<file path="src/rtl/cnn_acc_post_ser_pkg.sv">
// Package for cnn_acc_post_ser: default geometry and FSM state encoding.
// Optional feature macro: CNN_POST_RELU_EN (ReLU after saturation).
package cnn_acc_post_ser_pkg;

  localparam int CO_DEF     = 4;   // output channels per captured vector
  localparam int ACI_BW_DEF = 22;  // incoming channel-sum width (signed)
  localparam int B_BW_DEF   = 16;  // bias width (signed)
  localparam int O_F_BW_DEF = 8;   // output fmap width (signed)
  localparam int SHIFT_DEF  = 8;   // arithmetic right shift after bias add

  typedef enum logic [0:0] {
    ST_IDLE = 1'b0,
    ST_SEND = 1'b1
  } post_state_e;

endpackage

</file>
<file path="src/rtl/cnn_acc_post_ser_if.sv">
// Stream interface for cnn_acc_post_ser.
//   Input side : i_in_valid / i_in_acc / i_bias -> o_in_ready
//   Output side: o_ot_valid / o_ot_fmap / o_ot_ch / o_ot_last <- i_ot_ready
//   Status     : o_overflow (sticky dropped-vector flag)
// master: the environment driving vectors and consuming beats.
// slave : the post-processing block.
interface cnn_acc_post_ser_if
  import cnn_acc_post_ser_pkg::*;
#(
  parameter int CO     = CO_DEF,
  parameter int ACI_BW = ACI_BW_DEF,
  parameter int B_BW   = B_BW_DEF,
  parameter int O_F_BW = O_F_BW_DEF
);
  logic                    i_in_valid;
  logic [CO*ACI_BW-1:0]    i_in_acc;
  logic [CO*B_BW-1:0]      i_bias;
  logic                    o_in_ready;
  logic                    o_ot_valid;
  logic                    i_ot_ready;
  logic [O_F_BW-1:0]       o_ot_fmap;
  logic [$clog2(CO)-1:0]   o_ot_ch;
  logic                    o_ot_last;
  logic                    o_overflow;

  modport master (
    output i_in_valid, i_in_acc, i_bias, i_ot_ready,
    input  o_in_ready, o_ot_valid, o_ot_fmap, o_ot_ch, o_ot_last, o_overflow
  );

  modport slave (
    input  i_in_valid, i_in_acc, i_bias, i_ot_ready,
    output o_in_ready, o_ot_valid, o_ot_fmap, o_ot_ch, o_ot_last, o_overflow
  );
endinterface

</file>
<file path="src/rtl/cnn_acc_post_ser_requant_lane.sv">
// cnn_requant_lane: combinational requantization of one channel.
//   i_acc  : signed channel sum
//   i_bias : signed per-channel bias
//   o_res  : (acc + bias), round-shifted by SHIFT, saturated to O_F_BW bits;
//            with CNN_POST_RELU_EN defined, negative results become 0.
module cnn_requant_lane
  import cnn_acc_post_ser_pkg::*;
#(
  parameter int ACI_BW = ACI_BW_DEF,
  parameter int B_BW   = B_BW_DEF,
  parameter int O_F_BW = O_F_BW_DEF,
  parameter int SHIFT  = SHIFT_DEF
) (
  input  logic signed [ACI_BW-1:0] i_acc,
  input  logic signed [B_BW-1:0]   i_bias,
  output logic signed [O_F_BW-1:0] o_res
);
  // Two guard bits: one for the add, one so the rounding offset never wraps.
  localparam int S_W = ((ACI_BW > B_BW) ? ACI_BW : B_BW) + 2;
  localparam logic signed [S_W-1:0] MAXV = S_W'((1 << (O_F_BW - 1)) - 1);
  localparam logic signed [S_W-1:0] MINV = ~MAXV;

  logic signed [S_W-1:0]    s_sum;
  logic signed [S_W-1:0]    s_shf;
  logic signed [O_F_BW-1:0] s_sat;

  assign s_sum = S_W'(i_acc) + S_W'(i_bias);

  generate
    if (SHIFT > 0) begin : g_round
      localparam logic signed [S_W-1:0] RND = S_W'(1 << (SHIFT - 1));
      assign s_shf = (s_sum + RND) >>> SHIFT;
    end else begin : g_noround
      assign s_shf = s_sum;
    end
  endgenerate

  always_comb begin
    if (s_shf > MAXV)      s_sat = MAXV[O_F_BW-1:0];
    else if (s_shf < MINV) s_sat = MINV[O_F_BW-1:0];
    else                   s_sat = s_shf[O_F_BW-1:0];
  end

`ifdef CNN_POST_RELU_EN
  assign o_res = s_sat[O_F_BW-1] ? '0 : s_sat;
`else
  assign o_res = s_sat;
`endif

endmodule

</file>
<file path="src/rtl/cnn_acc_post_ser.sv">
// cnn_acc_post_ser: captures a CO-lane vector of channel sums, requantizes
// every lane (bias, round-shift, saturate, optional ReLU) and serializes the
// results one channel per beat on a valid/ready stream.
//   clk          : clock, rising edge
//   reset        : synchronous active-high reset
//   i_soft_reset : synchronous clear, same effect as reset
//   bus          : cnn_acc_post_ser_if.slave (input vector, output beats, overflow)
// Optional feature macro: CNN_POST_RELU_EN (handled inside cnn_requant_lane).
//
// state   | meaning
// --------+--------------------------------------------------------------
// ST_IDLE | no vector held; o_in_ready=1, o_ot_valid=0
// ST_SEND | streaming res_q[ch_q]; last beat may hand over to a new vector
module cnn_acc_post_ser
  import cnn_acc_post_ser_pkg::*;
#(
  parameter int CO     = CO_DEF,
  parameter int ACI_BW = ACI_BW_DEF,
  parameter int B_BW   = B_BW_DEF,
  parameter int O_F_BW = O_F_BW_DEF,
  parameter int SHIFT  = SHIFT_DEF
) (
  input logic              clk,
  input logic              reset,
  input logic              i_soft_reset,
  cnn_acc_post_ser_if.slave bus
);
  localparam int CH_W = $clog2(CO);
  localparam logic [CH_W-1:0] CH_LAST = CH_W'(CO - 1);

  post_state_e state_q, state_d;
  logic [CH_W-1:0] ch_q, ch_d;
  logic signed [O_F_BW-1:0] res_q [CO];
  logic signed [O_F_BW-1:0] res_d [CO];
  logic signed [O_F_BW-1:0] lane_res [CO];
  logic overflow_q, overflow_d;
  logic sending, last_beat, in_ready, accept;

  for (genvar k = 0; k < CO; k++) begin : g_lane
    cnn_requant_lane #(
      .ACI_BW (ACI_BW),
      .B_BW   (B_BW),
      .O_F_BW (O_F_BW),
      .SHIFT  (SHIFT)
    ) u_lane (
      .i_acc  (bus.i_in_acc[k*ACI_BW +: ACI_BW]),
      .i_bias (bus.i_bias[k*B_BW +: B_BW]),
      .o_res  (lane_res[k])
    );
  end

  assign sending   = (state_q == ST_SEND);
  assign last_beat = sending && (ch_q == CH_LAST);
  // Ready also on the consumed last beat so back-to-back vectors see no bubble.
  assign in_ready  = (state_q == ST_IDLE) || (last_beat && bus.i_ot_ready);
  assign accept    = bus.i_in_valid && in_ready;

  always_comb begin
    state_d    = state_q;
    ch_d       = ch_q;
    res_d      = res_q;
    overflow_d = overflow_q;
    if (accept) begin
      res_d   = lane_res;
      ch_d    = '0;
      state_d = ST_SEND;
    end else if (sending && bus.i_ot_ready) begin
      if (last_beat) begin
        ch_d    = '0;
        state_d = ST_IDLE;
      end else begin
        ch_d = ch_q + 1'b1;
      end
    end
    if (bus.i_in_valid && !in_ready) overflow_d = 1'b1;
  end

  always_ff @(posedge clk) begin
    if (reset || i_soft_reset) begin
      state_q    <= ST_IDLE;
      ch_q       <= '0;
      overflow_q <= 1'b0;
      for (int k = 0; k < CO; k++) res_q[k] <= '0;
    end else begin
      state_q    <= state_d;
      ch_q       <= ch_d;
      overflow_q <= overflow_d;
      res_q      <= res_d;
    end
  end

  assign bus.o_in_ready = in_ready;
  assign bus.o_ot_valid = sending;
  assign bus.o_ot_fmap  = res_q[ch_q];
  assign bus.o_ot_ch    = ch_q;
  assign bus.o_ot_last  = last_beat;
  assign bus.o_overflow = overflow_q;

endmodule

</file>
<file path="src/flat_wrapper.sv">
// flat-port wrapper written by rule: the top's interface ports become plain ports
module cnn_acc_post_ser_flat import cnn_acc_post_ser_pkg::*;
#(
  parameter int CO     = CO_DEF,
  parameter int ACI_BW = ACI_BW_DEF,
  parameter int B_BW   = B_BW_DEF,
  parameter int O_F_BW = O_F_BW_DEF,
  parameter int SHIFT  = SHIFT_DEF
)
  (clk, reset, i_soft_reset, bus_i_in_valid, bus_i_in_acc, bus_i_bias, bus_i_ot_ready, bus_o_in_ready, bus_o_ot_valid, bus_o_ot_fmap, bus_o_ot_ch, bus_o_ot_last, bus_o_overflow);
  cnn_acc_post_ser_if #(.CO(CO), .ACI_BW(ACI_BW), .B_BW(B_BW), .O_F_BW(O_F_BW)) bus_i ();
  input logic clk;
  input logic reset;
  input logic i_soft_reset;
  input wire logic [$bits(bus_i.i_in_valid)-1:0] bus_i_in_valid;
  input wire logic [$bits(bus_i.i_in_acc)-1:0] bus_i_in_acc;
  input wire logic [$bits(bus_i.i_bias)-1:0] bus_i_bias;
  input wire logic [$bits(bus_i.i_ot_ready)-1:0] bus_i_ot_ready;
  output wire logic [$bits(bus_i.o_in_ready)-1:0] bus_o_in_ready;
  output wire logic [$bits(bus_i.o_ot_valid)-1:0] bus_o_ot_valid;
  output wire logic [$bits(bus_i.o_ot_fmap)-1:0] bus_o_ot_fmap;
  output wire logic [$bits(bus_i.o_ot_ch)-1:0] bus_o_ot_ch;
  output wire logic [$bits(bus_i.o_ot_last)-1:0] bus_o_ot_last;
  output wire logic [$bits(bus_i.o_overflow)-1:0] bus_o_overflow;
  assign bus_i.i_in_valid = bus_i_in_valid;
  assign bus_i.i_in_acc = bus_i_in_acc;
  assign bus_i.i_bias = bus_i_bias;
  assign bus_i.i_ot_ready = bus_i_ot_ready;
  assign bus_o_in_ready = bus_i.o_in_ready;
  assign bus_o_ot_valid = bus_i.o_ot_valid;
  assign bus_o_ot_fmap = bus_i.o_ot_fmap;
  assign bus_o_ot_ch = bus_i.o_ot_ch;
  assign bus_o_ot_last = bus_i.o_ot_last;
  assign bus_o_overflow = bus_i.o_overflow;
  cnn_acc_post_ser #(.CO(CO), .ACI_BW(ACI_BW), .B_BW(B_BW), .O_F_BW(O_F_BW), .SHIFT(SHIFT)) u_core (.clk(clk), .reset(reset), .i_soft_reset(i_soft_reset), .bus(bus_i));
endmodule
</file>
<file path="config.mk">
export PLATFORM = sky130hd
export DESIGN_NAME = cnn_acc_post_ser_flat
export DESIGN_NICKNAME = d
export VERILOG_FILES = /design/src/rtl/cnn_acc_post_ser_pkg.sv /design/src/rtl/cnn_acc_post_ser_if.sv /design/src/rtl/cnn_acc_post_ser_requant_lane.sv /design/src/rtl/cnn_acc_post_ser.sv /design/src/flat_wrapper.sv
export SDC_FILE = /design/constraint.sdc
export NUM_CORES = 1
export LEC_CHECK = 0
export BUFFER_PORTS_ARGS = -buffer_cell sky130_fd_sc_hd__buf_2
export CAP_MARGIN = 10
export CORE_MARGIN = 2
export CORE_UTILIZATION = 50
export CTS_BUF_LIST = sky130_fd_sc_hd__clkbuf_8 sky130_fd_sc_hd__clkbuf_16
export DETAILED_ROUTE_END_ITERATION = 12
export GPL_TIMING_DRIVEN = 0
export PLACE_DENSITY = 0.79
export SLEW_MARGIN = 20
export SYNTH_ARGS = -nofsm -noshare
export SYNTH_HDL_FRONTEND = slang
export SYNTH_SLANG_ARGS = --single-unit
</file>
<file path="constraint.sdc">
create_clock -name clk -period 3.5 [get_ports clk]
set_input_delay 0.7 -clock clk [delete_from_list [all_inputs] [get_ports clk]]
set_output_delay 0.7 -clock clk [all_outputs]
set_load 0.02 [all_outputs]
</file>
* Word-level counts from Yosys, hierarchy flattened
Cells that the tools add are included.
** Operators by class
- Reduce and logical (&&, ||, !) cells :: 12
- Add/sub/neg operators :: 9
- Equality and inequality tests :: 1
- Bitwise gates (word level) :: 2
- $lt $le $gt $ge :: 9
- Muxes and demuxes :: 15
** Operators with widths (count)
- 23-bit by 9-bit adder with 24-bit output (second input constant) :: 4
- 22-bit by 16-bit adder with 23-bit output :: 4
- 8-bit 2-to-1 mux :: 10
- 16-bit by 8-bit > comparator with 1-bit output (second input constant) :: 4
- 16-bit by 8-bit < comparator with 1-bit output (second input constant) :: 4
- 8-bit binary-select mux with 2-bit select :: 1
- 1-bit logical AND :: 5
- 2-bit nonzero test :: 2
- 3-bit >= comparator (second input constant) :: 1
- 1-bit 2-to-1 mux :: 3
- 2-bit NOT with 3-bit output :: 1
- 2-bit by 1-bit adder with 2-bit output (second input constant) :: 1
- 2-bit equality test (second input constant) :: 1
- 1-bit logical OR :: 2
- 2-bit 2-to-1 mux :: 1
- 2-bit AND reduction :: 1
- 2-bit OR reduction :: 1
- 1-bit logical NOT :: 1
- 1-bit NOT :: 1
** Word-level totals
- Output and inout port bits :: 14
- Input port bits :: 157
- Register bits :: 36
- Word-level logic and storage cells :: 55

* Depth between registers and ports, before layout
- Depth after elaboration :: 7
- Mapped depth :: 14
- Depth with buffers taken out :: 14

* Modules after synthesis
A second synthesis with hierarchy kept.
** Second synthesis, totals
- Cell total of the unflattened synthesis :: 945
- Area, all modules :: 7732.4 um^2
** Modules (own cells, without submodules)
- cnn_requant_lane :: cells each 192, seq. area each 0.0 um^2, area each 1492.7 um^2, instances 4
- cnn_acc_post_ser :: cells each 177, seq. area each 720.7 um^2, area each 1761.7 um^2, instances 1

* Least setup slack after synthesis
No wires, ideal clock.
- Path type :: input port to flip-flop
- Start :: input bus_i_bias[22]
- End :: register u_core.res_q[18] in the netlist's numbering
- Path slack :: -50 ps
- Required time :: 3426 ps
- Buffers on the path :: 0
- Stages :: 12
- Arrival :: 3476 ps
- Setup time :: 74 ps
- Path through :: ha_1 ha_1 a21o_1 a21oi_2 o21a_4 a211oi_2 or3_4 a311oi_4 xor2_2 o31ai_2 o211ai_1 a31oi_1
** On the way
- Cells in the longest elaborated chain, start to end :: 5
- Elaborated cells on any way between the ends :: 6
- Those cells by class :: 2 x add/sub; 2 x order compare; 2 x mux
** Ends and longest elaborated chain
- start: declaration :: line flat_wrapper.sv:17 : input wire logic [$bits(bus_i.i_bias)-1:0] bus_i_bias;
- 22-bit by 16-bit adder with 23-bit output (*) :: line cnn_acc_post_ser_requant_lane.sv:27 : assign s_sum = S_W'(i_acc) + S_W'(i_bias);
- 23-bit by 9-bit adder with 24-bit output (*) :: line cnn_acc_post_ser_requant_lane.sv:32 : assign s_shf = (s_sum + RND) >>> SHIFT;
- 16-bit by 8-bit < comparator with 1-bit output :: line cnn_acc_post_ser_requant_lane.sv:40 : else if (s_shf < MINV) s_sat = MINV[O_F_BW-1:0];
- 8-bit 2-to-1 mux :: line cnn_acc_post_ser_requant_lane.sv:40
- 8-bit 2-to-1 mux (*) :: line cnn_acc_post_ser_requant_lane.sv:39 : if (s_shf > MAXV) s_sat = MAXV[O_F_BW-1:0];
- end signal: assignment :: line cnn_acc_post_ser.sv:88 : res_q <= res_d;
- end: declaration :: line cnn_acc_post_ser.sv:33 : logic signed [O_F_BW-1:0] res_q [CO];
Every way passes the cells marked *; elsewhere a longest branch is shown, timed or not.
A chain may end at the register's enable or synchronous reset.

* Final worst setup path
- Start :: input bus_i_bias[56]
- End :: register u_core.res_q[2] in the netlist's numbering
Same word-level chain as after synthesis.

==> impl_metrics.yaml <==
cts:
  cts_buffers: 5
  clock_sinks: 36
  cts.clk_slew.worst_paths_ns: 0.05
  clock_latency_ns: 0.28
  hold_buffers: 0
  cts-root-buf: "clkbuf_16"
  cts_tree: "built"
  htreeDepth: 2
  clockBufferDepth: 2
sta:
  worstMarginPinSlew_ns: 0.715
  whs_ns: 0.468
  fmaxAchievable_ghz: 0.283
  maxSlewViolCount: 0
  slew_headroom_pct: 52.3
  hold_viol: 0
  fin_tns_setup_ns: -0.155
  post-route-period-util_pct: 101
  setup_viol_count_final: 9
  fin_skew_ns: 0.00734
  worst_slack_ns: -0.0280
  min_period_ns: 3.53
  rsz0062_at_grt: "yes"
drt:
  drc: 0
  drt_iter0_markers: 342
  drtPass1Iterations: 4
  avgViaCountPerCell: 5.96
  wl_per_cell_microns: 15.8
  vias: 7081
  ant_nets: 0
  routed_wirelength_microns: 18800
logic_synthesis:
  synth.avg_cell_area_sq_um: 8.22
  synth_fp_nets: 1142
  netlist_instances: 816
  synth_warnings: 0
  netlist_area_sq_um: 6710
  yosysUniqueCellTypes: 85
  synth_compound_area_share_pct: 27.5
  synth_top_family_by_area: "adder cells"
  yosys.area_share.simple_pct: 17.9
  synth-xor-area-share_pct: 5.73
  synth_seq_area_share_pct: 10.7
  synthArstFlopShare_pct: 0
  synthMuxAreaShare_pct: 3.13
  synthAdderAreaFrac_pct: 31.5
  synth-seq-cells: 36
  synth-main-ff-cell: "dfxtp_1"
  synth_edf_count: 0
global_route:
  gr-total-overflow: 0
  grt_start_max_net_pins: 12
  grt_use_total_pct: 21.8
  antenna_found_initial: 0
  grt_pass1_vias: 6396
  grt_pass1_wl_microns: 26900
critical_path:
  start_kind: "input port"
  critical_path_required_ns: 3.72
  crit_fanout: 7
  r2r_start: "u_core.bus.o_ot_ch[1]"
  cp.arrival_ns: 3.75
  startpoint: "bus_i_bias[56]"
  worst_setup_path_end_kind: "flop"
  critPathKind: "in -> reg"
placed_design:
  dp_hpwl_microns: 13300
  portBuffers: 170
  gp_congestion: 0.886
floorplan:
  fp.dieW_microns: 120
  rows: 42
  die_h_microns: 120
  coreArea_sq_um: 13200
  io_pins: 171
  fp.dieArea_sq_um: 14400
  start_util_pct: 50.9
hold_path:
  hp-start: "u_core.res_q[15]"
  hold_class: "reg -> reg"
outcome:
  violations: "negative setup slack"
  outcome: "finished, violations left"
finish:
  areaGrowthSynthToFinish_pct: 37.4
  multi_input_area_sq_um: 6870
  nNetsFinal: 1337
  seqCellArea_sq_um: 721
  drive_gt1_share_pct: 37.1
  fillers: 1011
  antenna_cells: 0
job:
  timing.max_cap.violations: 0
pwr:
  cellPowerDensity_nw_per_um2: 285
  worst_ir_drop_vdd_uv: 246
  p_leak_uw: 0.00406
==> state kept, by name, summed over array words and instances (netlist names) <==
register               cells
u_core.bus.o_ot_valid      1
u_core.bus.o_overflow      1
u_core.res_q              32
u_core.bus.o_ot_ch         2
==> critical path: stages <==
cell and delay [ns]:
buf_2 0.12, ha_4 0.25, ha_4 0.25, a21oi_1 0.19, o21a_2 0.21, buf_4 0.13
nor2b_1 0.04, a221o_1 0.35, o21ai_0 0.27, nor4b_1 0.38, nand4_1 0.26, o21bai_4 0.33
nand3_2 0.12, a21oi_2 0.14
==> path summary, 6_finish.rpt <==
path                            to  slack (ns)  cells after the start
setup / recovery   u_core.res_q[2]       -0.03                     14
hold / removal    u_core.res_q[15]        0.47                      2
setup reg to reg  u_core.res_q[14]        0.93                     10
hold reg to reg   u_core.res_q[15]        0.47                      2
==> metal layers <==
layer  track usage, %  vias up  part of all wire (%)
met4             5.51        0                   2.5
met1             27.4     3275                    42
met5                0        -                     0
li1                 -     3541                     -
met2             39.8      225                    50
met3             2.14       40                   4.7
==> layout make-up <==
cell class / count / area share (%)
tap: 176 / 2.39
multi-input combinational: 725 / 74.5
clock buffer: 6 / 1.51
buffer: 14 / 0.828
inverter: 37 / 1.51
timing repair buffer: 192 / 11.3
clock inverter: 2 / 0.122
sequential: 36 / 7.82
==> cell usage in the layout, fill, tap and decap left out, types with 19 or more instances in the layout <==
cell type / count
dfxtp_1: 36
buf_2: 166
nand2_1: 47
o21ai_0: 45
nand3_1: 20
a21oi_1: 57
ha_1: 124
xnor2_1: 19
xor2_1: 20
buf_4: 24
nor2_1: 38
inv_1: 37
a21oi_2: 21
ha_4: 39
==> metrics by stage <==
stage	std cells	instance area (sq um)	power, uW	util [%]	worst slack, ns
global placement	1162	7800	1730	59.1	-0.493
global route	1188	9220	2820	69.9	-0.232
CTS	1177	8100	2250	61.4	-0.00366
detailed placement	1162	7800	1760	59.1	-0.571
floorplan	816	6730	1440	-	0.00448
finish	1188	9220	2630	69.9	-0.0280
==> cells by family after synthesis <==
logic type                 Yosys count
DFF                                 36
xor gates and xnor gates            43
adders and majority gates          169
muxes                               11
AOI/OAI and AO/OA                  268
and+or+nand+nor                    234
buffers and inverters               55
==> cell usage after synthesis, types with 3 or more instances <==
library cell / count / area (sq um)
a2111oi_0: 3 / 26.3
a2111oi_2: 3 / 45.0
a211oi_1: 7 / 52.6
a21o_1: 16 / 120
a21oi_1: 75 / 375
a21oi_2: 4 / 35.0
a221o_1: 4 / 40.0
a31oi_1: 15 / 93.8
and2_1: 11 / 68.8
and3_1: 9 / 56.3
and4_1: 4 / 35.0
buf_2: 4 / 20.0
clkbuf_1: 10 / 37.5
dfxtp_1: 36 / 721
ha_1: 169 / 2110
inv_1: 37 / 139
mux2i_1: 3 / 30.0
mux4_2: 8 / 180
nand2_1: 52 / 195
nand2b_1: 12 / 75.1
nand3_1: 28 / 140
nand4_1: 14 / 87.6
nor2_1: 44 / 165
nor2b_1: 8 / 50.1
nor3_1: 20 / 100
nor4_1: 8 / 50.1
o211ai_1: 10 / 75.1
o21a_1: 10 / 75.1
o21ai_0: 55 / 275
o21ai_1: 8 / 40.0
o22ai_1: 9 / 56.3
o311a_1: 3 / 30.0
o41ai_1: 3 / 26.3
or2_2: 3 / 18.8
or3_1: 6 / 37.5
xnor2_1: 21 / 184
xor2_1: 21 / 184
==> power breakdown <==
| part | internal, uW | switching (uW) | total, uW |
|---|---|---|---|
| Clock | 280 | 165 | 446 |
| Sequential | 435 | 14.9 | 450 |
| Combinational | 791 | 944 | 1730 |
==> what timing repair did <==
action / 4_1_cts / 5_1_grt
setup buffers: 7 / 15
resized for setup: 16 / 170
pin swaps: 18 / 78
hold endpoints to repair: 0 / 0
endpoints found under the setup margin: 28 / 28
Power figures use the tool's default switching activity.
